`config.mk`:
```
export PLATFORM = sky130hd
export DESIGN_NAME = maf_operand_issue
export DESIGN_NICKNAME = d
export VERILOG_FILES = /design/src/rtl/maf_operand_issue_pkg.sv /design/src/rtl/maf_special_classify.sv /design/src/rtl/maf_operand_issue.sv
export SDC_FILE = /design/constraint.sdc
export NUM_CORES = 1
export LEC_CHECK = 0
export BUFFER_PORTS_ARGS = -buffer_cell sky130_fd_sc_hd__buf_2
export CELL_PAD_IN_SITES_DETAIL_PLACEMENT = 2
export CELL_PAD_IN_SITES_GLOBAL_PLACEMENT = 2
export CORE_MARGIN = 2
export CORE_UTILIZATION = 34
export CTS_CLUSTER_SIZE = 12
export DETAILED_ROUTE_END_ITERATION = 6
export GPL_ROUTABILITY_DRIVEN = 0
export PLACE_DENSITY_LB_ADDON = 0.1
export SLEW_MARGIN = 20
export SYNTH_ARGS = -nofsm -noshare
export SYNTH_HDL_FRONTEND = slang
export SYNTH_HIERARCHICAL = 1
export SYNTH_SLANG_ARGS = --single-unit
```
`constraint.sdc`:
```
create_clock -name clk -period 5.8 [get_ports clk]
set_input_delay 1.16 -clock clk [delete_from_list [all_inputs] [get_ports clk]]
set_output_delay 1.16 -clock clk [all_outputs]
set_load 0.01 [all_outputs]
```
`src/rtl/maf_operand_issue_pkg.sv`:
```
// Shared encodings for the MAF operand-issue front end: control word fields,
// special-case flag indices, forced-result codes and the issue slot layout.
package maf_operand_issue_pkg;

  localparam int MODE_DUAL = 0;

  localparam logic [1:0] OP_FMA  = 2'b00;  //  A*B+C
  localparam logic [1:0] OP_FMS  = 2'b01;  //  A*B-C
  localparam logic [1:0] OP_FNMA = 2'b10;  // -(A*B)+C
  localparam logic [1:0] OP_RSVD = 2'b11;

  localparam int TRAP_W     = 4;
  localparam int TRAP_NAN   = 0;
  localparam int TRAP_INV   = 1;
  localparam int TRAP_INF   = 2;
  localparam int TRAP_PZERO = 3;

  localparam int ANS_W = 3;
  localparam logic [ANS_W-1:0] ANS_NONE  = 3'b000;
  localparam logic [ANS_W-1:0] ANS_QNAN  = 3'b001;
  localparam logic [ANS_W-1:0] ANS_PINF  = 3'b010;
  localparam logic [ANS_W-1:0] ANS_NINF  = 3'b011;
  localparam logic [ANS_W-1:0] ANS_PASSC = 3'b100;
  localparam logic [ANS_W-1:0] ANS_ZERO  = 3'b101;

  localparam int FP32_EXP_W = 8;
  localparam int FP32_MAN_W = 23;
  localparam int FP16_EXP_W = 5;
  localparam int FP16_MAN_W = 10;

  typedef struct packed {
    logic [31:0] a;
    logic [31:0] b;
    logic [31:0] c;
    logic [2:0]  cont;
  } issue_req_t;

  typedef struct packed {
    logic [2:0]        cont;
    logic              s_a;
    logic              s_b;
    logic              s_c;
    logic              s_a_h;
    logic              s_b_h;
    logic              s_c_h;
    logic [TRAP_W-1:0] trap0;
    logic [TRAP_W-1:0] trap1;
    logic [ANS_W-1:0]  ans0;
    logic [ANS_W-1:0]  ans1;
    logic [31:0]       a;
    logic [31:0]       b;
    logic [31:0]       c;
  } issue_slot_t;

  // Magnitude-only view of an operand; in dual mode both lane sign bits go.
  function automatic logic [31:0] strip_signs(input logic [31:0] x, input logic dual);
    logic [31:0] r;
    r = x;
    r[31] = 1'b0;
    if (dual) r[15] = 1'b0;
    return r;
  endfunction

endpackage

```
`src/rtl/maf_special_classify.sv`:
```
// Special-operand classifier for one lane: flags NaN/invalid/inf/zero-product
// and picks the forced-result code from the effective signs.
module maf_special_classify
  import maf_operand_issue_pkg::*;
#(
  parameter int EXP_W = 8,
  parameter int MAN_W = 23
) (
  input  logic [EXP_W+MAN_W-1:0] a_mag,
  input  logic [EXP_W+MAN_W-1:0] b_mag,
  input  logic [EXP_W+MAN_W-1:0] c_mag,
  input  logic                   s_a,
  input  logic                   s_b,
  input  logic                   s_c,
  output logic [TRAP_W-1:0]      trap,
  output logic [ANS_W-1:0]       ans
);

  localparam int MAG_W = EXP_W + MAN_W;

  logic a_emax, b_emax, c_emax;
  logic a_mzero, b_mzero, c_mzero;
  logic nan_a, nan_b, nan_c;
  logic inf_a, inf_b, inf_c;
  logic zero_a, zero_b, zero_c;
  logic s_p, prod_inf;
  logic any_nan, invalid, any_inf, prod_zero;

  assign a_emax  = &a_mag[MAG_W-1:MAN_W];
  assign b_emax  = &b_mag[MAG_W-1:MAN_W];
  assign c_emax  = &c_mag[MAG_W-1:MAN_W];
  assign a_mzero = ~|a_mag[MAN_W-1:0];
  assign b_mzero = ~|b_mag[MAN_W-1:0];
  assign c_mzero = ~|c_mag[MAN_W-1:0];

  assign nan_a = a_emax & ~a_mzero;
  assign nan_b = b_emax & ~b_mzero;
  assign nan_c = c_emax & ~c_mzero;
  assign inf_a = a_emax & a_mzero;
  assign inf_b = b_emax & b_mzero;
  assign inf_c = c_emax & c_mzero;

  // Denormals are flushed, so a zero exponent counts as zero.
  assign zero_a = ~|a_mag[MAG_W-1:MAN_W];
  assign zero_b = ~|b_mag[MAG_W-1:MAN_W];
  assign zero_c = ~|c_mag[MAG_W-1:MAN_W];

  assign s_p      = s_a ^ s_b;
  assign prod_inf = inf_a | inf_b;

  assign any_nan   = nan_a | nan_b | nan_c;
  assign invalid   = (inf_a & zero_b) | (zero_a & inf_b) | (prod_inf & inf_c & (s_p != s_c));
  assign any_inf   = prod_inf | inf_c;
  // inf*0 and NaN products are not zero products.
  assign prod_zero = (zero_a | zero_b) & ~prod_inf & ~nan_a & ~nan_b;

  always_comb begin
    trap             = '0;
    trap[TRAP_NAN]   = any_nan;
    trap[TRAP_INV]   = invalid;
    trap[TRAP_INF]   = any_inf;
    trap[TRAP_PZERO] = prod_zero;

    ans = ANS_NONE;
    if (any_nan || invalid) begin
      ans = ANS_QNAN;
    end else if (any_inf) begin
      ans = (prod_inf ? s_p : s_c) ? ANS_NINF : ANS_PINF;
    end else if (prod_zero) begin
      ans = zero_c ? ANS_ZERO : ANS_PASSC;
    end
  end

endmodule

```
`src/rtl/maf_operand_issue.sv`:
```
// MAF operand issue stage: skid FIFO in front of a registered issue slot that
// carries unpacked operands, effective signs and per-lane special-case codes.
module maf_operand_issue
  import maf_operand_issue_pkg::*;
#(
  parameter int DEPTH = 2,
  parameter int TAG_W = 4
) (
  input  logic              clk,
  input  logic              rst,
  input  logic              in_valid,
  output logic              in_ready,
  input  logic [31:0]       in_a,
  input  logic [31:0]       in_b,
  input  logic [31:0]       in_c,
  input  logic [2:0]        in_cont,
  output logic              out_valid,
  input  logic              out_ready,
  output logic [2:0]        cont_T1,
  output logic              S_A_T1,
  output logic              S_B_T1,
  output logic              S_C_T1,
  output logic              S_A_H_T1,
  output logic              S_B_H_T1,
  output logic              S_C_H_T1,
  output logic [3:0]        trap_T1_0,
  output logic [3:0]        trap_T1_1,
  output logic [2:0]        trap_ans_T1_0,
  output logic [2:0]        trap_ans_T1_1,
  output logic [31:0]       a_T1,
  output logic [31:0]       b_T1,
  output logic [31:0]       c_T1,
  output logic [TAG_W-1:0]  tag_T1,
  output logic              illegal
);

  // DEPTH must be a power of two so the pointers wrap by plain overflow.
  localparam int PTR_W = (DEPTH > 1) ? $clog2(DEPTH) : 1;
  localparam int CNT_W = PTR_W + 1;

  issue_req_t       mem [DEPTH];
  logic [PTR_W-1:0] wr_ptr, rd_ptr;
  logic [CNT_W-1:0] count, count_nxt;
  logic             full_q;
  logic [TAG_W-1:0] tag_q;

  logic       push, load, fifo_empty, bypass, fifo_wr, fifo_rd, src_valid;
  issue_req_t req_in, src;

  assign req_in     = '{a: in_a, b: in_b, c: in_c, cont: in_cont};
  assign in_ready   = ~full_q;
  assign push       = in_valid & in_ready;
  assign load       = ~out_valid | out_ready;
  assign fifo_empty = (count == '0);
  assign bypass     = push & fifo_empty & load;
  assign fifo_wr    = push & ~bypass;
  assign fifo_rd    = load & ~fifo_empty;
  assign src_valid  = ~fifo_empty | push;
  assign src        = fifo_empty ? req_in : mem[rd_ptr];

  always_comb begin
    count_nxt = count;
    if (fifo_wr && !fifo_rd)      count_nxt = count + CNT_W'(1);
    else if (!fifo_wr && fifo_rd) count_nxt = count - CNT_W'(1);
  end

  always_ff @(posedge clk) begin
    if (fifo_wr) mem[wr_ptr] <= req_in;
  end

  always_ff @(posedge clk or posedge rst) begin
    if (rst) begin
      wr_ptr <= '0;
      rd_ptr <= '0;
      count  <= '0;
      full_q <= 1'b0;
    end else begin
      if (fifo_wr) wr_ptr <= wr_ptr + PTR_W'(1);
      if (fifo_rd) rd_ptr <= rd_ptr + PTR_W'(1);
      count  <= count_nxt;
      full_q <= (count_nxt == CNT_W'(DEPTH));
    end
  end

  // Decode of the selected head; reserved op travels as a plain FMA.
  logic [1:0] op_raw, op_eff;
  logic       rsvd, dual, neg_a, neg_c;
  logic       sa_h, sb_h, sc_h, sa_l, sb_l, sc_l;

  assign op_raw = src.cont[2:1];
  assign rsvd   = (op_raw == OP_RSVD);
  assign op_eff = rsvd ? OP_FMA : op_raw;
  assign dual   = src.cont[MODE_DUAL];
  assign neg_a  = (op_eff == OP_FNMA);
  assign neg_c  = (op_eff == OP_FMS);

  assign sa_h = src.a[31] ^ neg_a;
  assign sb_h = src.b[31];
  assign sc_h = src.c[31] ^ neg_c;
  assign sa_l = src.a[15] ^ neg_a;
  assign sb_l = src.b[15];
  assign sc_l = src.c[15] ^ neg_c;

  logic [TRAP_W-1:0] trap_32, trap_h, trap_l;
  logic [ANS_W-1:0]  ans_32, ans_h, ans_l;

  maf_special_classify #(.EXP_W(FP32_EXP_W), .MAN_W(FP32_MAN_W)) u_cls_fp32 (
    .a_mag (src.a[30:0]),
    .b_mag (src.b[30:0]),
    .c_mag (src.c[30:0]),
    .s_a   (sa_h),
    .s_b   (sb_h),
    .s_c   (sc_h),
    .trap  (trap_32),
    .ans   (ans_32)
  );

  maf_special_classify #(.EXP_W(FP16_EXP_W), .MAN_W(FP16_MAN_W)) u_cls_fp16_h (
    .a_mag (src.a[30:16]),
    .b_mag (src.b[30:16]),
    .c_mag (src.c[30:16]),
    .s_a   (sa_h),
    .s_b   (sb_h),
    .s_c   (sc_h),
    .trap  (trap_h),
    .ans   (ans_h)
  );

  maf_special_classify #(.EXP_W(FP16_EXP_W), .MAN_W(FP16_MAN_W)) u_cls_fp16_l (
    .a_mag (src.a[14:0]),
    .b_mag (src.b[14:0]),
    .c_mag (src.c[14:0]),
    .s_a   (sa_l),
    .s_b   (sb_l),
    .s_c   (sc_l),
    .trap  (trap_l),
    .ans   (ans_l)
  );

  issue_slot_t slot_nxt, slot_q;

  always_comb begin
    slot_nxt       = '0;
    slot_nxt.cont  = {op_eff, dual};
    slot_nxt.s_a   = dual ? sa_l : sa_h;
    slot_nxt.s_b   = dual ? sb_l : sb_h;
    slot_nxt.s_c   = dual ? sc_l : sc_h;
    slot_nxt.s_a_h = dual & sa_h;
    slot_nxt.s_b_h = dual & sb_h;
    slot_nxt.s_c_h = dual & sc_h;
    slot_nxt.trap0 = dual ? trap_l : trap_32;
    slot_nxt.ans0  = dual ? ans_l : ans_32;
    slot_nxt.trap1 = dual ? trap_h : '0;
    slot_nxt.ans1  = dual ? ans_h : ANS_NONE;
    if (rsvd) begin
      slot_nxt.ans0 = ANS_QNAN;
      slot_nxt.ans1 = ANS_QNAN;
    end
    slot_nxt.a = strip_signs(src.a, dual);
    slot_nxt.b = strip_signs(src.b, dual);
    slot_nxt.c = strip_signs(src.c, dual);
  end

  always_ff @(posedge clk or posedge rst) begin
    if (rst) begin
      slot_q    <= '0;
      out_valid <= 1'b0;
      tag_q     <= '0;
      illegal   <= 1'b0;
    end else begin
      illegal <= push & (in_cont[2:1] == OP_RSVD);
      if (out_valid && out_ready) tag_q <= tag_q + TAG_W'(1);
      if (load) begin
        out_valid <= src_valid;
        if (src_valid) slot_q <= slot_nxt;
      end
    end
  end

  assign cont_T1       = slot_q.cont;
  assign S_A_T1        = slot_q.s_a;
  assign S_B_T1        = slot_q.s_b;
  assign S_C_T1        = slot_q.s_c;
  assign S_A_H_T1      = slot_q.s_a_h;
  assign S_B_H_T1      = slot_q.s_b_h;
  assign S_C_H_T1      = slot_q.s_c_h;
  assign trap_T1_0     = slot_q.trap0;
  assign trap_T1_1     = slot_q.trap1;
  assign trap_ans_T1_0 = slot_q.ans0;
  assign trap_ans_T1_1 = slot_q.ans1;
  assign a_T1          = slot_q.a;
  assign b_T1          = slot_q.b;
  assign c_T1          = slot_q.c;
  assign tag_T1        = tag_q;

endmodule

```
==> qor.txt <==
RUN STATUS
---------------------------------------------------------------------------------
Result of the run                                                       completed

SETUP PATH
---------------------------------------------------------------------------------
Category of the most critical setup path                             flip-flop to flip-flop
Cell chain of the critical path                                      buf_12 -> mux2i_1 -> o21ai_0 -> or4bb_1 -> nor4_1 -> a22oi_1 -> nand3_1 -> a21oi_1 -> nand2_1 -> nand2_1 -> a22o_1
Critical R2R Capture                                                 trap_ans_T1_0[1]
Startpoint class of the critical path                                   flip-flop
Launching point of the worst reg2reg path                                  rd_ptr
Required @ worst endpoint                                                 6.24 ns
Data arrival time at the worst-slack endpoint                             4.74 ns
Critical path's largest stage delay                                       0.95 ns
Worst path slowest cell                                              sky130_fd_sc_hd__dfrtp_4
Worst reg-to-reg path cell count                                               11
Most common cell on crit path                                        sky130_fd_sc_hd__nand2_1
Setup slack of the most critical reg-to-reg path                          1.50 ns
Crit. End Element                                                       flip-flop
Largest fanout on the critical path                                            40

TIMING
---------------------------------------------------------------------------------
Final sum of negative setup slack                                            0 ns
Slew @ Worst Pin                                                          1.03 ns
Setup violations, final                                                         0
Fin. Hold Viols                                                                 0
RSZ-0062 raised after global routing                                        false
Final critical-path share of the clock period                               74.1%
Min Tclk post-route                                                       4.30 ns
Peak clock frequency supported by timing                                  233 MHz
Skew final                                                              0.0194 ns
PnR worst setup slack                                                     1.50 ns
Headroom to the max-slew limit                                              31.2%
Max Slew Vio Count                                                              0

SYNTH
---------------------------------------------------------------------------------
Average cell area after synthesis                                        11.5 um2
Flip-flop and latch count after synthesis                                     325
Synth Instances                                                              1250
Number of enable flip-flop cells after synthesis                              198
YS warnings                                                                     6
Top flip-flop cell by instance count after synthesis                 sky130_fd_sc_hd__edfxtp_1
Number of distinct library cells after synthesis                               61
Async S/R FF share, synth                                                   39.1%
Cell area after synthesis                                               14300 um2
Sequential share of the synthesized area                                    63.7%

FLOORPLANNING
---------------------------------------------------------------------------------
Total I/O pin count                                                           229
X dimension of the die                                                     209 um
Area of the core                                                        41800 um2
Initial Util                                                                34.3%
Standard-cell row count                                                        75
Die footprint                                                           43800 um2
Chip height                                                                209 um

CLOCK NETWORK
---------------------------------------------------------------------------------
Worst-case clock buffer depth                                                   3
Resized Gates After CTS                                                         0
# Post-CTS Setup Buffers                                                        0
Hold-fix buffers, CTS                                                           0
Register clock-pin slew on the reported worst setup and hold paths        0.06 ns
Clk sink count                                                                325
Number of buffers added by the clock tree synthesis step                       40
Number of H-tree levels                                                         2
Insertion delay to the later sink of the worst-skew pair                  0.56 ns
TritonCTS clock tree                                                         done
Clock root buffer master                                             sky130_fd_sc_hd__clkbuf_16

POWER
---------------------------------------------------------------------------------
Overall power                                                             9.76 mW
IR drop worst, VDD                                                         245 uV
Leakage                                                                   7.33 nW
Power per cell area                                                    569 nW/um2

PLACE
---------------------------------------------------------------------------------
Count of input and output buffers                                             225
Worst Setup Slack post-DPL                                                1.47 ns
Number of placed instances, taps included                                    1961
Post-DP HPWL                                                             31200 um
Placement Cell Area                                                     15900 um2

LAYOUT
---------------------------------------------------------------------------------
Fraction of final layout cells with drive strength greater than 1           21.9%
Post-route standard cell area excluding fillers                         17200 um2
Commonest non-fill, non-tap cell in the layout                       sky130_fd_sc_hd__nand2_1
Area of the multi-input gates                                            4760 um2
Number of nets in the layout                                                 1569
# fillers                                                                    4362
Area Growth Syn to Fin                                                      19.7%
Most frequent cells in the layout                                    sky130_fd_sc_hd__nand2_1, sky130_fd_sc_hd__buf_2, sky130_fd_sc_hd__edfxtp_1
Non-filler cells in the finished layout                                      2035
Number of inserted diodes                                                       0
Register area                                                            9130 um2

DRT
---------------------------------------------------------------------------------
Via count                                                                   10.4k
Detailed router's first-iteration violation count                             504
DRC                                                                             0
Number of detailed-route iterations in the first pass                           5
Total length of routed wires                                             44600 um
Via density                                                                  5.10
Number of nets still failing antenna checks after routing                       0
Routed length per instance                                                21.9 um

GRT
---------------------------------------------------------------------------------
Initial antenna violation count                                                 1
Maximum number of pins on one net before global-route repair                  100
Vias in the first global route                                              11.0k
Global route total overflow                                                     0
Global-route wire length before repair                                   68000 um
Total GRT Usage                                                             20.4%

MIN PATH
---------------------------------------------------------------------------------
Path category of the worst min-delay check                           flip-flop to flip-flop
Worst hold path startpoint                                               c_T1[19]
Hold EP                                                                  c_T1[19]
Instance count along the most critical hold path                                2

RUN
---------------------------------------------------------------------------------
Max Cap Violations                                                              0

## power by group
| part | switching, mW | internal, mW |
|---|---|---|
| Sequential | 0.385 | 3.22 |
| Clock | 0.984 | 1.41 |
| Combinational | 2.48 | 1.28 |
## through the flow
step	utilization, %	hold slack [ns]
5_1_grt	41.1	0.500
2_1_floorplan	-	0.466
3_5_place_dp	38.1	0.460
3_3_place_gp	38.1	0.448
6_report	41.1	0.468
4_1_cts	41.1	0.474
## worst max-delay path, delay by kind of cell, from the launching register on
kind,cells,cell delay [ns]
compound gates,4,1.14
mux,1,0.11
simple gates,5,1.63
flops,1,0.95
buf+inv,1,0.33
## final cells by class
type | instances | area share [%]
clock buffer | 59 | 6.43
tap | 539 | 3.93
inverter | 10 | 0.248
sequential | 325 | 53.2
timing repair buffer | 243 | 7.72
multi-input combinational | 844 | 27.7
clock inverter | 15 | 0.737
## cell usage after synthesis (3+ instances only)
master	instances	area share [%]
sky130_fd_sc_hd__nor4_1	32	1.4
sky130_fd_sc_hd__mux2_2	7	0.55
sky130_fd_sc_hd__buf_4	18	0.94
sky130_fd_sc_hd__nor4bb_1	4	0.28
sky130_fd_sc_hd__nor2_1	28	0.73
sky130_fd_sc_hd__a22o_1	4	0.24
sky130_fd_sc_hd__o31ai_1	3	0.16
sky130_fd_sc_hd__mux2i_4	4	0.63
sky130_fd_sc_hd__nand3_1	18	0.63
sky130_fd_sc_hd__buf_6	12	0.94
sky130_fd_sc_hd__inv_1	10	0.26
sky130_fd_sc_hd__a211oi_1	3	0.16
sky130_fd_sc_hd__edfxtp_1	198	41
sky130_fd_sc_hd__and4_1	4	0.24
sky130_fd_sc_hd__buf_2	10	0.35
sky130_fd_sc_hd__a21oi_1	7	0.24
sky130_fd_sc_hd__nand4_1	10	0.44
sky130_fd_sc_hd__o21ai_0	96	3.4
sky130_fd_sc_hd__a31oi_1	6	0.26
sky130_fd_sc_hd__clkbuf_1	32	0.84
sky130_fd_sc_hd__dfrtp_1	127	22
sky130_fd_sc_hd__o21ai_1	3	0.10
sky130_fd_sc_hd__and3_1	10	0.44
sky130_fd_sc_hd__nor3_1	7	0.24
sky130_fd_sc_hd__xor2_1	7	0.43
sky130_fd_sc_hd__or4_1	11	0.58
sky130_fd_sc_hd__mux2i_1	97	6.8
sky130_fd_sc_hd__o211ai_1	3	0.16
sky130_fd_sc_hd__or2_1	3	0.13
sky130_fd_sc_hd__xnor2_1	10	0.61
sky130_fd_sc_hd__nor2b_1	3	0.13
sky130_fd_sc_hd__nand2_1	421	11
## layer usage
layer  global-route usage, %  routed length (um)
met4                    4.83                 732
met3                    3.46                1920
met2                    34.2               21600
met1                    27.7               20300
met5                       0                   7
## registers in the layout (all words and copies together), names as in the netlist, 3 cells and up
register and count:
c_T1 31, cont_T1 3, b_T1 31, trap_T1_0 4
mem 198, trap_ans_T1_1 3, a_T1 31, trap_T1_1 4
tag_T1 4, trap_ans_T1_0 3
## worst max path at each step
stage	startpoint	endpoint	slack (ns)	cells after the start
final	rd_ptr	trap_ans_T1_0[1]	1.50	11
after global routing	count[0]	trap_ans_T1_0[0]	1.19	10
after CTS	count[0]	trap_ans_T1_0[0]	1.47	10
after detailed placement	count[0]	trap_ans_T1_0[0]	1.47	10
after global placement	count[0]	trap_ans_T1_0[0]	1.55	10
after floorplan	in_valid	mem[0][0]	1.17	3
## logic make-up after synthesis
logic type	share of synthesized area, %
simple gates	17.8
flops	63.7
compound gates	5.75
mux	7.96
buf+inv	3.44
xor+xnor	1.15
fa+ha+maj	0.175
other cells	0.0262
No activity file was read; power rests on OpenSTA's default activity.
